==> src/rtl/ffdiv_req_pkg.sv <==
// Shared types and constants for the ffdiv request controller.
// Holds the FSM state enum, divider flag bit positions and default sizes.
package ffdiv_req_pkg;

    typedef enum logic [1:0] {
        IDLE = 2'd0,
        WAIT = 2'd1,
        RESP = 2'd2
    } state_t;

    // Divider flag bit positions, {nanf, ovf, inf, uf, zf}
    localparam int NANF = 4;
    localparam int OVF  = 3;
    localparam int INF  = 2;
    localparam int UF   = 1;
    localparam int ZF   = 0;

    localparam int DEF_OPERAND_WIDTH = 32;
    localparam int DEF_FLAG_SIZE     = 5;
    localparam int DEF_TAG_WIDTH     = 4;
    localparam int DEF_FIFO_DEPTH    = 4;
    localparam int DEF_TIMEOUT       = 64;

    localparam logic [7:0] TO_CNT_MAX = 8'hFF;

    // Saturating increment for the 8-bit timeout statistic
    function automatic logic [7:0] sat_inc8(input logic [7:0] v);
        return (v == TO_CNT_MAX) ? v : v + 8'd1;
    endfunction

endpackage

==> src/rtl/ffdiv_req_fifo.sv <==
// Request FIFO for the ffdiv controller: stores {tag, op1, op2} entries.
// Ports: clk/rst, push_i/wdata_i write side, pop_i/rdata_o read side
// (rdata_o shows the head combinationally), count_o, full_o, empty_o.
module ffdiv_req_fifo #(
    parameter int WIDTH = 68,
    parameter int DEPTH = 4
) (
    input  logic                       clk,
    input  logic                       rst,
    input  logic                       push_i,
    input  logic [WIDTH-1:0]           wdata_i,
    input  logic                       pop_i,
    output logic [WIDTH-1:0]           rdata_o,
    output logic [$clog2(DEPTH):0]     count_o,
    output logic                       full_o,
    output logic                       empty_o
);

    localparam int AW = $clog2(DEPTH);
    localparam int CW = AW + 1;

    logic [WIDTH-1:0] mem_q [DEPTH];
    logic [AW-1:0]    wr_ptr_q;
    logic [AW-1:0]    rd_ptr_q;
    logic [CW-1:0]    count_q;

    logic             do_push;
    logic             do_pop;

    assign full_o  = (count_q == CW'(DEPTH));
    assign empty_o = (count_q == '0);
    assign count_o = count_q;
    assign rdata_o = mem_q[rd_ptr_q];

    // Writes into a full FIFO and reads from an empty one are dropped
    assign do_push = push_i && !full_o;
    assign do_pop  = pop_i && !empty_o;

    always_ff @(posedge clk or posedge rst) begin
        if (rst) begin
            for (int i = 0; i < DEPTH; i++) begin
                mem_q[i] <= '0;
            end
            wr_ptr_q <= '0;
            rd_ptr_q <= '0;
            count_q  <= '0;
        end else begin
            if (do_push) begin
                mem_q[wr_ptr_q] <= wdata_i;
                // DEPTH is a power of two, so pointers wrap naturally
                wr_ptr_q        <= wr_ptr_q + 1'b1;
            end
            if (do_pop) begin
                rd_ptr_q <= rd_ptr_q + 1'b1;
            end
            unique case ({do_push, do_pop})
                2'b10:   count_q <= count_q + 1'b1;
                2'b01:   count_q <= count_q - 1'b1;
                default: count_q <= count_q;
            endcase
        end
    end

endmodule

==> src/rtl/ffdiv_req_ctrl.sv <==
// Initiator side of the ffdiv divider handshake: queues operand pairs,
// issues them one at a time on div_en/div_operand*, waits for div_ready
// (or a timeout) and returns result/flag/itr/tag on the m_* stream.
// Ports: s_* request stream in, m_* response stream out, div_* divider
// side, busy (work pending), timeout_cnt (saturating timeout count).
module ffdiv_req_ctrl
    import ffdiv_req_pkg::*;
#(
    parameter int OPERAND_WIDTH = DEF_OPERAND_WIDTH,
    parameter int FLAG_SIZE     = DEF_FLAG_SIZE,
    parameter int TAG_WIDTH     = DEF_TAG_WIDTH,
    parameter int FIFO_DEPTH    = DEF_FIFO_DEPTH,
    parameter int TIMEOUT       = DEF_TIMEOUT
) (
    input  logic                             clk,
    input  logic                             rst,

    input  logic                             s_valid,
    output logic                             s_ready,
    input  logic [OPERAND_WIDTH-1:0]         s_op1,
    input  logic [OPERAND_WIDTH-1:0]         s_op2,
    input  logic [TAG_WIDTH-1:0]             s_tag,

    output logic                             m_valid,
    input  logic                             m_ready,
    output logic [OPERAND_WIDTH-1:0]         m_result,
    output logic [FLAG_SIZE-1:0]             m_flag,
    output logic [$clog2(OPERAND_WIDTH)-1:0] m_itr,
    output logic [TAG_WIDTH-1:0]             m_tag,
    output logic                             m_timeout,

    output logic                             div_en,
    output logic [OPERAND_WIDTH-1:0]         div_operand1,
    output logic [OPERAND_WIDTH-1:0]         div_operand2,
    input  logic                             div_ready,
    input  logic [OPERAND_WIDTH-1:0]         div_result,
    input  logic [FLAG_SIZE-1:0]             div_flag,
    input  logic [$clog2(OPERAND_WIDTH)-1:0] div_itr_count,

    output logic                             busy,
    output logic [7:0]                       timeout_cnt
);

    localparam int ITR_W   = $clog2(OPERAND_WIDTH);
    localparam int ENTRY_W = 2 * OPERAND_WIDTH + TAG_WIDTH;
    localparam int CNT_W   = $clog2(FIFO_DEPTH) + 1;
    localparam int WCNT_W  = $clog2(TIMEOUT);

    localparam logic [WCNT_W-1:0] WCNT_LAST = WCNT_W'(TIMEOUT - 1);

    // FIFO side
    logic               fifo_push;
    logic               fifo_pop;
    logic [ENTRY_W-1:0] fifo_wdata;
    logic [ENTRY_W-1:0] fifo_rdata;
    logic [CNT_W-1:0]   fifo_count;
    logic               fifo_full;
    logic               fifo_empty;

    logic [TAG_WIDTH-1:0]     head_tag;
    logic [OPERAND_WIDTH-1:0] head_op1;
    logic [OPERAND_WIDTH-1:0] head_op2;

    // State and registered outputs
    state_t                   state_q, state_d;
    logic                     div_en_q, div_en_d;
    logic [OPERAND_WIDTH-1:0] op1_q, op1_d;
    logic [OPERAND_WIDTH-1:0] op2_q, op2_d;
    logic [TAG_WIDTH-1:0]     tag_q, tag_d;
    logic [WCNT_W-1:0]        wcnt_q, wcnt_d;
    logic                     m_valid_q, m_valid_d;
    logic [OPERAND_WIDTH-1:0] res_q, res_d;
    logic [FLAG_SIZE-1:0]     flag_q, flag_d;
    logic [ITR_W-1:0]         itr_q, itr_d;
    logic                     mto_q, mto_d;
    logic [7:0]               tocnt_q, tocnt_d;

    // s_ready looks only at occupancy, never at a same-cycle pop
    assign s_ready    = !fifo_full;
    assign fifo_push  = s_valid && s_ready;
    assign fifo_wdata = {s_tag, s_op1, s_op2};

    assign {head_tag, head_op1, head_op2} = fifo_rdata;

    ffdiv_req_fifo #(
        .WIDTH (ENTRY_W),
        .DEPTH (FIFO_DEPTH)
    ) u_fifo (
        .clk     (clk),
        .rst     (rst),
        .push_i  (fifo_push),
        .wdata_i (fifo_wdata),
        .pop_i   (fifo_pop),
        .rdata_o (fifo_rdata),
        .count_o (fifo_count),
        .full_o  (fifo_full),
        .empty_o (fifo_empty)
    );

    always_comb begin
        state_d   = state_q;
        div_en_d  = div_en_q;
        op1_d     = op1_q;
        op2_d     = op2_q;
        tag_d     = tag_q;
        wcnt_d    = wcnt_q;
        m_valid_d = m_valid_q;
        res_d     = res_q;
        flag_d    = flag_q;
        itr_d     = itr_q;
        mto_d     = mto_q;
        tocnt_d   = tocnt_q;
        fifo_pop  = 1'b0;

        unique case (state_q)
            IDLE: begin
                if (!fifo_empty) begin
                    fifo_pop = 1'b1;
                    op1_d    = head_op1;
                    op2_d    = head_op2;
                    tag_d    = head_tag;
                    div_en_d = 1'b1;
                    wcnt_d   = '0;
                    state_d  = WAIT;
                end
            end
            WAIT: begin
                if (div_ready) begin
                    res_d     = div_result;
                    flag_d    = div_flag;
                    itr_d     = div_itr_count;
                    mto_d     = 1'b0;
                    m_valid_d = 1'b1;
                    div_en_d  = 1'b0;
                    state_d   = RESP;
                end else if (wcnt_q == WCNT_LAST) begin
                    // Hung divider: answer with a zeroed abort response
                    res_d     = '0;
                    flag_d    = '0;
                    itr_d     = '0;
                    mto_d     = 1'b1;
                    m_valid_d = 1'b1;
                    div_en_d  = 1'b0;
                    tocnt_d   = sat_inc8(tocnt_q);
                    state_d   = RESP;
                end else begin
                    wcnt_d = wcnt_q + 1'b1;
                end
            end
            RESP: begin
                // Passing through IDLE keeps div_en low between requests
                if (m_ready) begin
                    m_valid_d = 1'b0;
                    state_d   = IDLE;
                end
            end
            default: begin
                state_d = IDLE;
            end
        endcase
    end

    always_ff @(posedge clk or posedge rst) begin
        if (rst) begin
            state_q   <= IDLE;
            div_en_q  <= 1'b0;
            op1_q     <= '0;
            op2_q     <= '0;
            tag_q     <= '0;
            wcnt_q    <= '0;
            m_valid_q <= 1'b0;
            res_q     <= '0;
            flag_q    <= '0;
            itr_q     <= '0;
            mto_q     <= 1'b0;
            tocnt_q   <= '0;
        end else begin
            state_q   <= state_d;
            div_en_q  <= div_en_d;
            op1_q     <= op1_d;
            op2_q     <= op2_d;
            tag_q     <= tag_d;
            wcnt_q    <= wcnt_d;
            m_valid_q <= m_valid_d;
            res_q     <= res_d;
            flag_q    <= flag_d;
            itr_q     <= itr_d;
            mto_q     <= mto_d;
            tocnt_q   <= tocnt_d;
        end
    end

    assign div_en       = div_en_q;
    assign div_operand1 = op1_q;
    assign div_operand2 = op2_q;

    assign m_valid   = m_valid_q;
    assign m_result  = res_q;
    assign m_flag    = flag_q;
    assign m_itr     = itr_q;
    assign m_tag     = tag_q;
    assign m_timeout = mto_q;

    assign busy        = (state_q != IDLE) || (fifo_count != '0);
    assign timeout_cnt = tocnt_q;

endmodule

==> config.mk <==
export PLATFORM = sky130hd
export DESIGN_NAME = ffdiv_req_ctrl
export DESIGN_NICKNAME = d
export VERILOG_FILES = /design/src/rtl/ffdiv_req_pkg.sv /design/src/rtl/ffdiv_req_fifo.sv /design/src/rtl/ffdiv_req_ctrl.sv
export SDC_FILE = /design/constraint.sdc
export NUM_CORES = 1
export LEC_CHECK = 0
export CORE_MARGIN = 2
export CORE_UTILIZATION = 55
export CTS_BUF_LIST = sky130_fd_sc_hd__clkbuf_16
export DETAILED_ROUTE_END_ITERATION = 12
export PLACE_DENSITY = 0.8
export SYNTH_ARGS = -nofsm -noshare
export SYNTH_HDL_FRONTEND = slang
export SYNTH_SLANG_ARGS = --single-unit
==> constraint.sdc <==
create_clock -name clk -period 17.1 [get_ports clk]
set_input_delay 3.42 -clock clk [delete_from_list [all_inputs] [get_ports clk]]
set_output_delay 3.42 -clock clk [all_outputs]
set_load 0.005 [all_outputs]
==> run_results.csv, run 1 <==
group,metric,value,unit
route,post-route-drc-count,0,
synth,synthSimpleGateAreaFrac,5.84,%
placed_design,placedInstanceArea,19900,um^2
layout,area_delta_synth_final,22.2,%
clocking,tritoncts_clock_tree,"done",
sta,finalCriticalPeriod,6.49,ns
floorplan,vert_die_dim,181,um
worst_hold_path,hold_path_class,"flop to flop",
clocking,cts_htree_levels,2,
sta,layout_worst_path_cycle_share,37.9,%
placed_design,half_perimeter_wire_length_after_detailed_placement,23.5,mm
sta,report.final.slew_viol_count,0,
route,wirelength,37.9,mm
layout,nNetsFinal,1509,
global_routing,initial_antenna_violation_count,0,
worst_setup_path,critical_path_launch_point_type,"input port",
synth,synthesis.area,17300,um^2
floorplan,initial_utilization,56.3,%
global_routing,grt_overflow,0,
floorplan,die-width,181,um
worst_setup_path,crit_path_max_fanout,143,
layout,final_design_area_no_fill,21100,um^2
clocking,clockRootBuffer,"sky130_fd_sc_hd__clkbuf_16",
clocking,cts_resized,0,
sta,setup_violations,0,
sta,worst_clock_skew,0.0114,ns
worst_setup_path,timing.reg2reg.worst_path_depth,5,
route,viasPerCell,5.65,
clocking,clkSlewWorstSetupHoldPaths,0.06,ns
layout,layout-drive-gt1-share,29.5,%
synth,post_synth_xor_area_fraction,0.658,%
worst_setup_path,worstPathRequired,17.68,ns
worst_setup_path,endpoint_kind,"asynchronous set/reset pin",
global_routing,grt_pass1_wl,62.6,mm
route,drt-pass1-iter-count,4,
synth,share_of_synthesized_cell_area_in_full_adder_half_adder_and_majority_cells,0.622,%
clocking,clk_latency,0.52,ns
sta,final.setup.tns,0,ns
synth,combinational_family_with_the_most_area_after_synthesis,"multiplexers",
global_routing,maximum_number_of_pins_on_one_net_before_global_route_repair,144,
route,antenna_violating_nets_post_route,0,
power_and_ir_drop,vdd_drop_max,0.0000969,V
layout,sequential_cell_area,10200,um^2
placed_design,place.port_buffers,237,
sta,slew_headroom,28.2,%
synth,synth-compound-area-share,2.95,%
clocking,clockBufferDepth,3,
clocking,total_number_of_clock_tree_sinks,408,
global_routing,vias_in_the_first_global_route,11200,
worst_setup_path,rrSetupSlack,14.51,ns
route,drtIter0Drc,594,
power_and_ir_drop,cellPowerDensity,201,nW/um^2
power_and_ir_drop,design_power_total,4.25,mW
route,route.vias.total,10200,
route,route.detailed.wl_per_inst,20.9,um
sta,rsz0062_at_grt,"false",
synth,post_synth_inst_count,1160,
clocking,cts_made_buffers,41,
power_and_ir_drop,p_leak,9.64,nW
run_status,outcome,"finished clean",
sta,achievable-frequency,154,MHz
floorplan,core,30700,um^2
sta,hold_viol_final,0,
global_routing,global_route.usage.total,24.0,%
floorplan,std_cell_rows,64,
layout,fillers,2163,
floorplan,ios,238,
sta,tightestPinTransition,1.08,ns
worst_setup_path,start_to_end_type_of_the_worst_setup_path,"input port to asynchronous set/reset pin",
synth,synth_warnings,0,
synth,ys_types,42,
clocking,cts-hold-fix-buffers,0,
layout,multi_input_area,6670,um^2
synth,postSynthRegisterBits,408,
worst_hold_path,hold-path-cell-count,2,
synth,syn-mean-instance-area,14.9,um^2
synth,synth_sequential_area_ratio,59.0,%
clocking,post-cts-setup-buffer-count,0,
run,count_of_maximum_capacitance_violations,0,
floorplan,die_area,32900,um^2
worst_setup_path,worst-endpoint-arrival,7.07,ns
layout,n_antenna_cell,0,
synth,synth.mux.area_fraction,28.4,%
placed_design,globalplace.congestion,0.736,
synth,synth_nets,1283,
[sequential cells by signal (all words and copies together), names as in the netlist]
name,flops
m_flag,5
m_itr,5
div_operand2,32
m_valid,1
u_fifo.rd_ptr_q,2
state_q,2
div_operand1,32
u_fifo.mem_q,272
u_fifo.wr_ptr_q,2
div_en,1
m_timeout,1
m_tag,4
m_result,32
wcnt_q,6
u_fifo.count_o,3
timeout_cnt,8
[metrics by stage]
stage          utilization (%)  std cells  hold slack [ns]  setup WS [ns]
2_1_floorplan                -       1160            0.468           2.33
3_5_place_dp              64.8       1739            0.462           9.88
5_1_grt                   68.8       1811            0.488           9.96
4_1_cts                   68.8       1811            0.477          10.42
6_report                  68.8       1811            0.473          10.61
3_3_place_gp              64.8       1739            0.457           9.96
[cells in the mapped netlist]
library cell / instances / area, um^2
sky130_fd_sc_hd__a211oi_2: 1 / 12.5
sky130_fd_sc_hd__a21boi_0: 1 / 7.51
sky130_fd_sc_hd__a21boi_4: 1 / 18.8
sky130_fd_sc_hd__a21oi_1: 1 / 5.00
sky130_fd_sc_hd__a22o_1: 42 / 368
sky130_fd_sc_hd__a22oi_1: 1 / 7.51
sky130_fd_sc_hd__a2bb2oi_1: 1 / 8.76
sky130_fd_sc_hd__a31oi_1: 1 / 6.26
sky130_fd_sc_hd__and2_1: 1 / 6.26
sky130_fd_sc_hd__and3_1: 3 / 18.8
sky130_fd_sc_hd__and4_1: 2 / 17.5
sky130_fd_sc_hd__buf_1: 7 / 26.3
sky130_fd_sc_hd__buf_2: 35 / 175
sky130_fd_sc_hd__buf_6: 12 / 135
sky130_fd_sc_hd__clkbuf_1: 14 / 52.6
sky130_fd_sc_hd__dfrtp_1: 408 / 10200
sky130_fd_sc_hd__fa_1: 1 / 20.0
sky130_fd_sc_hd__ha_1: 7 / 87.6
sky130_fd_sc_hd__inv_1: 12 / 45.0
sky130_fd_sc_hd__inv_2: 1 / 3.75
sky130_fd_sc_hd__mux2_2: 193 / 2170
sky130_fd_sc_hd__mux2_4: 80 / 1200
sky130_fd_sc_hd__mux2i_1: 1 / 10.0
sky130_fd_sc_hd__mux4_2: 68 / 1530
sky130_fd_sc_hd__nand2_1: 213 / 800
sky130_fd_sc_hd__nand2_4: 4 / 45.0
sky130_fd_sc_hd__nand2b_1: 2 / 12.5
sky130_fd_sc_hd__nand3_1: 8 / 40.0
sky130_fd_sc_hd__nand4_1: 2 / 12.5
sky130_fd_sc_hd__nand4b_1: 2 / 17.5
sky130_fd_sc_hd__nor2_1: 6 / 22.5
sky130_fd_sc_hd__nor2b_1: 1 / 6.26
sky130_fd_sc_hd__nor3_1: 1 / 5.00
sky130_fd_sc_hd__nor3b_1: 1 / 7.51
sky130_fd_sc_hd__o211ai_1: 1 / 7.51
sky130_fd_sc_hd__o21a_1: 1 / 7.51
sky130_fd_sc_hd__o21ai_0: 7 / 35.0
sky130_fd_sc_hd__o21ai_1: 2 / 10.0
sky130_fd_sc_hd__o31a_1: 1 / 8.76
sky130_fd_sc_hd__o31ai_1: 1 / 7.51
sky130_fd_sc_hd__xnor2_1: 10 / 87.6
sky130_fd_sc_hd__xor2_1: 3 / 26.3
[cell type report]
cell class / count / share of cell area [%]
repair buffers: 251 / 11.7
multi-input cells: 671 / 31.5
well taps: 396 / 2.34
clock inverters: 31 / 0.964
clock buffers: 41 / 4.85
flip-flops and latches: 408 / 48.3
inverters: 13 / 0.266
[worst paths after layout]
check / from / endpoint
min in group asynchronous: rst / m_result[20]
min: div_operand1[15] / div_operand1[15]
max in group clk: u_fifo.count_o[0] / busy
max: rst / u_fifo.mem_q[128]
min reg2reg: div_operand1[15] / div_operand1[15]
max reg2reg: u_fifo.count_o[0] / u_fifo.mem_q[99]
[layer usage]
metal  track usage, %  vias to the layer above  wire, um  part of all wire (%)
met3             3.81                       59      1700                   4.5
li1                 -                     4557         -                     -
met2             39.9                      229     18800                    50
met1             33.7                     5388     16600                    44
met5                0                        -         0                     0
met4             5.72                        0       789                   2.1
[layout by cell type (no fill, tap or decap), drive strengths merged, types with 2 or more instances in the layout]
master and n:
xor2 3, nand2 217, nand4b 2, and3 3
clkdlybuf4s50 237, a22o 42, a21boi 2, mux2 273
nand4 2, o21ai 9, xnor2 10, mux4 68
inv 19, nand3 8, dfrtp 408, clkinv 22
and4 2, bufinv 3, clkbuf 41, buf 14
nor2 6, nand2b 2, ha 7
[worst max-delay path: stages]
cell and delay [ns]:
sky130_fd_sc_hd__clkdlybuf4s50_1 0.49, sky130_fd_sc_hd__inv_8 0.65, sky130_fd_sc_hd__buf_4 0.80, sky130_fd_sc_hd__buf_4 0.82, sky130_fd_sc_hd__buf_4 0.68
[logic make-up after synthesis]
family                     count (synthesis)
AOI/OAI and AO/OA                         62
xor gates and xnor gates                  13
adders and majority gates                  8
buffers and inverters                     81
DFF                                      408
muxes                                    342
and+or+nand+nor                          246
[power breakdown]
part           leakage (nW)  switching (mW)  total [mW]  internal, mW
clock                 0.630           0.360       0.838         0.478
combinational          4.08           0.654        1.67          1.01
sequential             4.94           0.299        1.75          1.45
total                  9.64            1.31        4.25          2.94
Power figures use the tool's default switching activity.
==> run 2, diff against run 1 <==
==> constraint.sdc (replaced) <==
create_clock -name clk -period 6.4 [get_ports clk]
set_input_delay 1.28 -clock clk [delete_from_list [all_inputs] [get_ports clk]]
set_output_delay 1.28 -clock clk [all_outputs]
set_load 0.005 [all_outputs]
==> run 2 against run 1 <==
Effect of this change:
- final area increased by 1.2%
- clock power increased to 3.1 times the previous value
- critical path depth decreased by 2
- sequential power increased to 2.7 times the previous value
- largest cell class unchanged
- clock skew increased by 0.00082 ns
- count of clock-buffer cells in the layout increased by 4
- non-clock buffer count decreased by 2
- combinational power increased to 2.7 times the previous value
- setup slack got worse by 7.5 ns
- largest power group unchanged
- critical path type is now flop to output pin
- first-iteration DRC count increased by 6.6%
- global-route usage decreased by 0.30 points
==> run_results.csv, run 2 (same netlist as run 1, synthesis figures left out) <==
group,metric,value,unit
run_status,outcome,"finished clean",
sta,layout_worst_path_cycle_share,51.0,%
worst_setup_path,critical_path.startpoint,"u_fifo.count_o[2]",
power_and_ir_drop,vdd_drop_max,0.000267,V
clocking,clk_latency,0.53,ns
placed_design,half_perimeter_wire_length_after_detailed_placement,22.6,mm
clocking,clockBufferDepth,3,
sta,worst_clock_skew,0.0122,ns
floorplan,ios,238,
worst_setup_path,cp.depth,3,
route,post-route-drc-count,0,
sta,achievable-frequency,306,MHz
route,wirelength,37.6,mm
worst_setup_path,crit-reg2reg-launch,"u_fifo.count_o[2]",
sta,worst_hold_slack,0.474,ns
worst_setup_path,worstPathRequired,5.12,ns
sta,final.setup.tns,0,ns
clocking,cts_made_buffers,42,
floorplan,core,30700,um^2
layout,final_design_area_no_fill,21400,um^2
layout,postLayoutCoreUtil,69.6,%
global_routing,global_route.usage.total,23.7,%
worst_setup_path,critical_path_launch_point_type,"flop",
worst_setup_path,setup.worst_path.end,"busy",
worst_setup_path,critical_path.slowest_cell,"sky130_fd_sc_hd__clkdlybuf4s50_1",
worst_setup_path,crit_path_max_fanout,4,
run,count_of_maximum_capacitance_violations,0,
layout,area_delta_synth_final,23.6,%
power_and_ir_drop,p_leak,9.75,nW
floorplan,die_area,32900,um^2
worst_hold_path,holdCritStartpoint,"div_operand1[16]",
worst_hold_path,hold-path-cell-count,2,
global_routing,grt_overflow,0,
route,drt-pass1-iter-count,6,
worst_setup_path,timing.reg2reg.worst_path_depth,9,
sta,slew_headroom,29.0,%
layout,finish.cell_count_without_fillers,1816,
placed_design,globalplace.congestion,0.749,
layout,nNetsFinal,1508,
sta,tightestPinTransition,1.06,ns
route,antenna_violating_nets_post_route,0,
route,drtIter0Drc,633,
layout,mostFrequentLayoutCell,"sky130_fd_sc_hd__dfrtp_1",
worst_setup_path,worst_path_dominant_cell_family,"buffers and inverters",
clocking,tritoncts_clock_tree,"done",
floorplan,vert_die_dim,181,um
worst_setup_path,worst-endpoint-arrival,1.99,ns
floorplan,die-width,181,um
layout,top_register,"u_fifo.mem_q",
sta,finalCriticalPeriod,3.27,ns
global_routing,vias_in_the_first_global_route,11400,
clocking,cts-hold-fix-buffers,0,
sta,report.final.slew_viol_count,0,
worst_setup_path,cp_num_buf_inv,1,
layout,most-common-layout-cells,"406 x sky130_fd_sc_hd__dfrtp_1, 237 x sky130_fd_sc_hd__clkdlybuf4s50_1, 213 x sky130_fd_sc_hd__nand2_1, 193 x sky130_fd_sc_hd__mux2_2, 80 x sky130_fd_sc_hd__mux2_4",
sta,setup_ws,3.13,ns
worst_hold_path,hold_path_class,"flop to flop",
route,route.detailed.wl_per_inst,20.7,um
global_routing,maximum_number_of_pins_on_one_net_before_global_route_repair,178,
worst_setup_path,slowest_delay,0.51,ns
global_routing,grt_pass1_wl,62.3,mm
clocking,post-cts-setup-buffer-count,0,
layout,largest_register_ffs,272,
worst_setup_path,start_to_end_type_of_the_worst_setup_path,"flop to output pin",
layout,layout-drive-gt1-share,30.1,%
worst_setup_path,critical_path.cell_chain,"nor3_1 -> nand2_1 -> clkdlybuf4s50_1",
sta,rsz0062_at_grt,"false",
clocking,clkSlewWorstSetupHoldPaths,0.06,ns
global_routing,initial_antenna_violation_count,3,
floorplan,initial_utilization,56.3,%
power_and_ir_drop,design_power_total,11.7,mW
placed_design,placed_instance_count,1737,
placed_design,place.port_buffers,237,
clocking,cts_htree_levels,2,
worst_setup_path,endpoint_kind,"output pin",
worst_setup_path,rrSetupSlack,3.57,ns
power_and_ir_drop,cellPowerDensity,546,nW/um^2
worst_setup_path,rr_endpoint,"u_fifo.count_o[2]",
sta,setup_violations,0,
route,viasPerCell,5.67,
placed_design,detailedPlace.worstSlack,2.77,ns
placed_design,placedInstanceArea,19900,um^2
clocking,cts_resized,0,
clocking,total_number_of_clock_tree_sinks,408,
clocking,clockRootBuffer,"sky130_fd_sc_hd__clkbuf_16",
floorplan,std_cell_rows,64,
sta,hold_viol_final,0,
route,route.vias.total,10300,
## run 2: cell types whose count changed in the layout (fill, tap and decap cells not counted)
cell	delta
sky130_fd_sc_hd__inv_8	-1
sky130_fd_sc_hd__bufinv_16	+5
sky130_fd_sc_hd__clkinv_4	+1
sky130_fd_sc_hd__clkinvlp_4	+1
sky130_fd_sc_hd__buf_12	+2
sky130_fd_sc_hd__diode_2	+3
sky130_fd_sc_hd__clkbuf_16	+4
sky130_fd_sc_hd__clkinv_1	-6
sky130_fd_sc_hd__buf_4	-4
## run 2: layout make-up
| class | instances | area [um^2] |
|---|---|---|
| Clock inverter | 31 | 340 |
| Tap cell | 396 | 495 |
| Clock buffer | 45 | 1130 |
| Sequential cell | 408 | 10200 |
| Antenna cell | 3 | 7.51 |
| Timing Repair Buffer | 249 | 2490 |
| Inverter | 13 | 52.6 |
| Multi-Input combinational cell | 671 | 6670 |
| Fill cell | 2103 | 9350 |
## run 2: tightest hold or removal path: cells and delay by family (launching register included)
family | cells | cell delay, ns
AND/OR/NAND/NOR | 2 | 0.10
flip-flops | 1 | 0.34
## run 2: worst min path at each step
stage,to,slack [ns]
after CTS,div_operand1[16],0.48
after detailed placement,div_operand1[21],0.46
final,div_operand1[16],0.47
after global routing,div_operand2[24],0.51
after global placement,div_operand2[16],0.46
after floorplan,wcnt_q[5],0.47
## run 2: per-layer routing
metal	track usage, %	routed length (um)	vias up
met2	38.7	18400	264
met5	0	0	-
li1	-	-	4573
met3	3.55	1650	73
met4	7.48	1060	0
met1	33.3	16400	5386
## run 2: where the power goes
group / leakage, nW / switching, mW / internal, mW / total (mW)
clock: 0.745 / 0.998 / 1.59 / 2.59
combinational: 4.07 / 1.75 / 2.70 / 4.45
sequential: 4.94 / 0.783 / 3.87 / 4.65
